==> src/rtl/cache_pkg.sv <==
// Shared constants for the direct-mapped write-through data cache:
// default geometry and controller state encoding.
package cache_pkg;

    localparam int ADDR_W   = 10;
    localparam int DATA_W   = 32;
    localparam int INDEX_W  = 5;
    localparam int OFFSET_W = 2;
    localparam int TAG_W    = ADDR_W - INDEX_W - OFFSET_W;

    localparam logic [1:0] S_IDLE       = 2'd0;
    localparam logic [1:0] S_REFILL     = 2'd1;
    localparam logic [1:0] S_WRITE_THRU = 2'd2;

endpackage

==> src/rtl/dcache_array.sv <==
// Tag, valid and data storage for the data cache.
// Reads are combinational by index; all writes are synchronous.
// Only the valid bits are cleared by reset; tag and data contents survive.
module dcache_array
    import cache_pkg::*;
#(
    parameter int DATA_W   = cache_pkg::DATA_W,
    parameter int INDEX_W  = cache_pkg::INDEX_W,
    parameter int OFFSET_W = cache_pkg::OFFSET_W,
    parameter int TAG_W    = cache_pkg::TAG_W
) (
    input  logic                clk,
    input  logic                rst_n,
    input  logic [INDEX_W-1:0]  index,
    input  logic [OFFSET_W-1:0] rd_offset,
    output logic [TAG_W-1:0]    tag_out,
    output logic                valid_out,
    output logic [DATA_W-1:0]   rdata_out,
    input  logic                fill_en,
    input  logic [OFFSET_W-1:0] fill_offset,
    input  logic [DATA_W-1:0]   fill_data,
    input  logic                set_en,
    input  logic [TAG_W-1:0]    set_tag,
    input  logic                store_en,
    input  logic [OFFSET_W-1:0] store_offset,
    input  logic [DATA_W-1:0]   store_data
);

    localparam int LINES = 1 << INDEX_W;
    localparam int WORDS = 1 << OFFSET_W;

    logic [DATA_W-1:0] data_mem [LINES][WORDS];
    logic [TAG_W-1:0]  tag_mem  [LINES];
    logic [LINES-1:0]  valid;

    assign tag_out   = tag_mem[index];
    assign valid_out = valid[index];
    assign rdata_out = data_mem[index][rd_offset];

    // Data words: refill writes and store-hit updates (never in the same cycle).
    always_ff @(posedge clk) begin
        if (fill_en) begin
            data_mem[index][fill_offset] <= fill_data;
        end
        if (store_en) begin
            data_mem[index][store_offset] <= store_data;
        end
    end

    // Tag is written together with the valid bit when a refill completes.
    always_ff @(posedge clk) begin
        if (set_en) begin
            tag_mem[index] <= set_tag;
        end
    end

    // Valid bits: cleared by reset, set only on the last refill word.
    always_ff @(posedge clk) begin
        if (!rst_n) begin
            valid <= '0;
        end else if (set_en) begin
            valid[index] <= 1'b1;
        end
    end

endmodule

==> src/rtl/dcache_controller.sv <==
// Direct-mapped, write-through, no-write-allocate data-cache controller.
// Read hits return data in the same cycle; read misses refill a 4-word line
// from word-addressed main memory; every store is written through to memory.
// Optional macro DCACHE_STATS_EN adds saturating hit_count / miss_count outputs.
//
// state        | meaning
// S_IDLE       | accept requests; hits served combinationally
// S_REFILL     | fetching the missed line word by word, stall held
// S_WRITE_THRU | waiting for main memory to accept a store, stall held
module dcache_controller
    import cache_pkg::*;
#(
    parameter int ADDR_W   = cache_pkg::ADDR_W,
    parameter int DATA_W   = cache_pkg::DATA_W,
    parameter int INDEX_W  = cache_pkg::INDEX_W,
    parameter int OFFSET_W = cache_pkg::OFFSET_W
) (
    input  logic              clk,
    input  logic              rst_n,
    input  logic              cpu_read,
    input  logic              cpu_write,
    input  logic [ADDR_W-1:0] cpu_addr,
    input  logic [DATA_W-1:0] cpu_wdata,
    output logic [DATA_W-1:0] cpu_rdata,
    output logic              cpu_stall,
    output logic              mem_rd_req,
    output logic              mem_wr_req,
    output logic [ADDR_W-1:0] mem_addr,
    output logic [DATA_W-1:0] mem_wdata,
    input  logic [DATA_W-1:0] mem_rdata,
`ifdef DCACHE_STATS_EN
    output logic [31:0]       hit_count,
    output logic [31:0]       miss_count,
`endif
    input  logic              mem_ready
);

    localparam int TAG_W = ADDR_W - INDEX_W - OFFSET_W;

    logic [1:0]          state;
    logic [OFFSET_W-1:0] cnt;

    logic [TAG_W-1:0]    tag;
    logic [INDEX_W-1:0]  index;
    logic [OFFSET_W-1:0] offset;

    logic [TAG_W-1:0]    line_tag;
    logic                line_valid;
    logic [DATA_W-1:0]   line_word;
    logic                hit;

    logic                fill_en;
    logic                set_en;
    logic                store_en;

    assign tag    = cpu_addr[ADDR_W-1 -: TAG_W];
    assign index  = cpu_addr[OFFSET_W +: INDEX_W];
    assign offset = cpu_addr[OFFSET_W-1:0];

    assign hit = line_valid && (line_tag == tag);

    // The address is held while stalled, so the CPU index also addresses refills.
    assign fill_en  = rst_n && (state == S_REFILL) && mem_ready;
    assign set_en   = fill_en && (&cnt);
    assign store_en = rst_n && (state == S_WRITE_THRU) && mem_ready && hit;

    dcache_array #(
        .DATA_W   (DATA_W),
        .INDEX_W  (INDEX_W),
        .OFFSET_W (OFFSET_W),
        .TAG_W    (TAG_W)
    ) u_array (
        .clk          (clk),
        .rst_n        (rst_n),
        .index        (index),
        .rd_offset    (offset),
        .tag_out      (line_tag),
        .valid_out    (line_valid),
        .rdata_out    (line_word),
        .fill_en      (fill_en),
        .fill_offset  (cnt),
        .fill_data    (mem_rdata),
        .set_en       (set_en),
        .set_tag      (tag),
        .store_en     (store_en),
        .store_offset (offset),
        .store_data   (cpu_wdata)
    );

    // Stall and load data are combinational so a miss freezes the pipe this cycle.
    always_comb begin
        cpu_stall = 1'b0;
        cpu_rdata = '0;
        if (rst_n) begin
            cpu_rdata = line_word;
            if (state == S_IDLE) begin
                cpu_stall = cpu_write || (cpu_read && !hit);
            end else begin
                cpu_stall = 1'b1;
            end
        end
    end

    // Controller FSM with registered memory-side request, address and data.
    always_ff @(posedge clk) begin
        if (!rst_n) begin
            state      <= S_IDLE;
            cnt        <= '0;
            mem_rd_req <= 1'b0;
            mem_wr_req <= 1'b0;
            mem_addr   <= '0;
            mem_wdata  <= '0;
        end else begin
            case (state)
                S_IDLE: begin
                    if (cpu_write) begin
                        state      <= S_WRITE_THRU;
                        mem_wr_req <= 1'b1;
                        mem_addr   <= cpu_addr;
                        mem_wdata  <= cpu_wdata;
                    end else if (cpu_read && !hit) begin
                        state      <= S_REFILL;
                        cnt        <= '0;
                        mem_rd_req <= 1'b1;
                        mem_addr   <= {tag, index, {OFFSET_W{1'b0}}};
                    end
                end
                S_REFILL: begin
                    if (mem_ready) begin
                        cnt <= cnt + 1'b1;
                        if (&cnt) begin
                            mem_rd_req <= 1'b0;
                            state      <= S_IDLE;
                        end else begin
                            mem_addr[OFFSET_W-1:0] <= cnt + 1'b1;
                        end
                    end
                end
                S_WRITE_THRU: begin
                    if (mem_ready) begin
                        mem_wr_req <= 1'b0;
                        state      <= S_IDLE;
                    end
                end
                default: begin
                    state      <= S_IDLE;
                    mem_rd_req <= 1'b0;
                    mem_wr_req <= 1'b0;
                end
            endcase
        end
    end

`ifdef DCACHE_STATS_EN
    logic hit_inc;
    logic miss_inc;

    assign hit_inc  = rst_n && (state == S_IDLE) && cpu_read && !cpu_write && hit;
    assign miss_inc = rst_n && (state == S_IDLE) && cpu_read && !cpu_write && !hit;

    // Saturating event counters; a miss is counted once on entry to refill.
    always_ff @(posedge clk) begin
        if (!rst_n) begin
            hit_count  <= '0;
            miss_count <= '0;
        end else begin
            if (hit_inc && (hit_count != 32'hFFFF_FFFF)) begin
                hit_count <= hit_count + 32'd1;
            end
            if (miss_inc && (miss_count != 32'hFFFF_FFFF)) begin
                miss_count <= miss_count + 32'd1;
            end
        end
    end
`endif

endmodule
==> config.mk <==
export PLATFORM = sky130hd
export DESIGN_NAME = dcache_controller
export DESIGN_NICKNAME = d
export VERILOG_FILES = /design/src/rtl/cache_pkg.sv /design/src/rtl/dcache_array.sv /design/src/rtl/dcache_controller.sv
export SDC_FILE = /design/constraint.sdc
export NUM_CORES = 2
export LEC_CHECK = 0
export CAP_MARGIN = 20
export CORE_MARGIN = 1
export CORE_UTILIZATION = 25
export CTS_CLUSTER_DIAMETER = 120
export DETAILED_ROUTE_END_ITERATION = 7
export DONT_BUFFER_PORTS = 1
export PLACE_DENSITY = 0.36
export SYNTH_ARGS = -nofsm -noshare
export SYNTH_HDL_FRONTEND = slang
export SYNTH_HIERARCHICAL = 1
export SYNTH_MEMORY_MAX_BITS = 65536
export SYNTH_SLANG_ARGS = --single-unit
==> constraint.sdc <==
create_clock -name clk -period 7.2 [get_ports clk]
set_clock_uncertainty 0.15 [all_clocks]
set_input_delay 1.44 -clock clk [delete_from_list [all_inputs] [get_ports clk]]
set_output_delay 1.44 -clock clk [all_outputs]
set_load 0.02 [all_outputs]
==> implementation parameters <==
Parameter                              Value

Routing
  Number of optimization iterations in the first detailed-route pass    5
  Via total after detailed routing    90260
  Post-route ant nets    0
  Met2 wirelength from detailed routing    318100 um
  Violation count after the first detailed-routing iteration    10550
  Drt drc    0
  Total wire length after detailed routing    687400 um
  Routed length per instance    38.29 um
  Top Layer Used    met5
  Vias per Instance    5.027
  Met3 WL post-DR    41900 um
  M1 WL    311100 um

Placed design
  Total placed instance area    0.1822 mm2
  Total half-perimeter wirelength after legalization and detailed placement    384300 um
  RePlAce Congestion    0.7608
  Cell total after placement    16980
  Quantity of I/O buffers inserted on ports    0

Clock tree
  Worst-case clock buffer depth    4
  Clock net sink count    4272
  Clock tree from TritonCTS    built
  Count of hold buffers inserted by post-cts repair    0
  Clock latency reported for the late side of the worst-skew pair    1.06 ns
  Inserted Clock Buffers    474
  Clk slew on worst S/H paths    0.06 ns
  Root Driver    clkbuf_16
  Number of levels the H-tree was split into    5

Pwr
  Internal power    41.53 mW
  VDD IR-drop max    0.0002344 V
  Leakage power    62.75 nW
  Total net switching power    12.36 mW
  Clock group share of total power    43.8%
  Sequential Power Share    50.8%
  Comb pwr share    5.4%
  Switch share    22.94%
  Power density relative to cell area    272.0 mW/mm2

Worst setup path
  Worst Path Max Fanout    153
  Crit Path Class    primary input to output pin
  Launching element type of the critical path    primary input
  Critical path capture point type    output pin
  Arrival time worst endpoint    5.54 ns
  Required arrival time at the worst endpoint    5.61 ns

Synthesis
  Most area-consuming cells after synthesis    edfxtp_1, mux4_2, mux2i_1
  Cell count after synthesis    8208
  Synthesized-area fraction occupied by ao, oa, aoi and oai cells    3.967%
  Most frequent cells after synthesis    edfxtp_1, mux2i_1, mux4_2, a22oi_1, nand2_1
  Simple-gate portion of the synthesized area    2.390%
  Fraction of registers with async set or reset after synthesis    0%
  Register area share after synthesis    77.47%
  Cell with the most instances after synthesis    edfxtp_1
  Dominant cell type by area after synthesis    edfxtp_1
  Number of synthesized register bits    4272
  Number of warnings issued by yosys    6
  Avg Synthesized Cell Area    20.05 um2
  Area share of fa/ha/maj cells after synthesis    0.007603%
  Dominant combinational cell family by area after synthesis    multiplexers
  Portion of synthesized cell area occupied by the leading cell type    76.49%
  Fraction of synthesized cell area in xor and xnor cells    0.01597%
  Leading register cell type out of synthesis    edfxtp_1
  Netlist Area Pre-Place    0.1646 mm2
  Number of unique standard cell types used by synthesis    61
  Fraction of synthesized area in multiplexers    14.68%
  Number of synthesized flops with an enable pin    4192
  Number of nets produced by synthesis    8288

Global route
  GRT overflow    0
  Pin count of the biggest net entering global routing    153
  Via count of the first global-routing pass    89060
  All-Layer GR Usage    20.11%
  Antenna violations before repair    87
  Global-route wire length before repair    888700 um

Finish
  Layout Nets    8892
  Final std cells w/o fill    17950
  Area grow syn2layout    20.37%
  Final design area excluding fillers    0.1981 mm2
  Share of cells above drive strength 1    23.37%

Die
  Placeable Area    0.6548 mm2
  Die Footprint    0.6615 mm2
  Number of placement rows    297
  Starting utilization of the core area    25.13%
  Top-level port count    156
  Die outline height    813.3 um
  Die Span X    813.3 um

Timing
  Final setup violation count    0
  Share of the cycle needed by the critical path after routing    98.98%
  Slew Limit Fails    0
  Slew margin rel.    25.40%
  Transition time of the tightest slew-check pin    1.119 ns
  Time the final worst path needs with I/O delays and setup    7.127 ns
  Setup repair after global routing missed its margin    false
  Worst slack on hold paths    0.3128 ns
  Total negative slack    0 ns
  Final Hold Vio Count    0
  Upper clock frequency limit    140.3 MHz

Run
  Number of max-cap violations    0

Worst hold path
  Class of the tightest hold or removal check    flip-flop to flip-flop

Run status
  Outcome    completed
-- per-layer routing --
metal	vias up	track usage, %
met5	-	0
met4	6	4.473
met3	734	3.111
met2	3423	32.18
met1	50650	28.83
li1	35450	-
-- registers in the layout, indices dropped and copies added, names as in the netlist --
register	count
u_array/tag_mem	96
state	2
u_array/valid	32
mem_rd_req	1
mem_wdata	32
mem_wr_req	1
u_array/data_mem	4096
mem_addr	10
cnt	2
-- path summary, 6_finish.rpt --
| kind | start | to | slack (ns) | cells after the start |
|---|---|---|---|---|
| max | cpu_addr[3] | cpu_rdata[7] | 0.07 | 15 |
| max reg2reg | u_array/tag_mem[31][0] | u_array/data_mem[11][85] | 2.66 | 11 |
| min reg2reg | u_array/valid[22] | u_array/valid[22] | 0.31 | 1 |
| min | u_array/valid[22] | u_array/valid[22] | 0.31 | 1 |
-- metrics by stage --
step           util, %  power (mW)  setup WS (ns)
2_1_floorplan        -       29.29         0.6062
3_3_place_gp     27.82       30.68         -1.945
3_5_place_dp     27.82       30.71         -1.812
4_1_cts          30.20       54.43        0.04668
5_1_grt          30.23       55.32        0.01245
6_report         30.25       53.89        0.07344
-- logic make-up (layout without fill, tap and decap cells) --
logic type / count (synthesis) / after routing
adders and majority gates: 1 / 1
buffers and inverters: 495 / 1491
DFF: 4272 / 4272
AOI/OAI and AO/OA: 940 / 940
xor gates and xnor gates: 3 / 3
other: 0 / 78
muxes: 1668 / 1668
and+or+nand+nor: 829 / 829
-- cells in the final DEF (no fill, tap or decap), drive strengths merged, types with 128 or more instances in the layout --
cell type / Yosys / final
clkbuf: 145 / 594
nand2: 283 / 283
mux2: 128 / 128
o22ai: 242 / 242
mux4: 583 / 583
mux2i: 957 / 957
buf: 343 / 588
a22oi: 396 / 396
nor2: 200 / 200
edfxtp: 4192 / 4192
clkinv: 0 / 229
-- power groups by stage --
stage	logic, mW	clock network (mW)	registers [mW]
after floorplan	1.43	0	27.9
after global placement	2.81	0	27.9
after detailed placement	2.84	0	27.9
after CTS	2.94	24.1	27.3
after global routing	3.03	25.0	27.3
final	2.91	23.6	27.4
-- layout make-up --
| cell class | count | area, um2 |
|---|---|---|
| fillers | 63500 | 456700 |
| flip-flops and latches | 4272 | 127500 |
| multi-input cells | 3441 | 35900 |
| clock buffers | 589 | 12450 |
| well taps | 8671 | 10850 |
| repair buffers | 616 | 8771 |
| clock inverters | 279 | 2397 |
| diodes | 78 | 195.2 |
| inverters | 7 | 28.78 |
-- timing repair --
item | in CTS | in global routing
endpoints found under the setup margin | 32 | 8
cloned | 23 | 5
gates resized for setup | 0 | 0
pin swaps | 1 | 1
endpoints found under the hold margin | 0 | 0
buffers inserted | 0 | 0
-- critical path: stages --
cell	delay, ns
buf_16	0.40
buf_16	0.33
buf_16	0.33
buf_16	0.41
mux2i_1	0.25
o22ai_1	0.13
a211oi_1	0.31
nand4_1	0.16
buf_4	0.21
nand3_1	0.25
buf_12	0.15
o21ai_0	0.09
buf_4	0.19
and2_1	0.20
buf_12	0.14
Note: power is estimated with default switching activity, not from simulation.
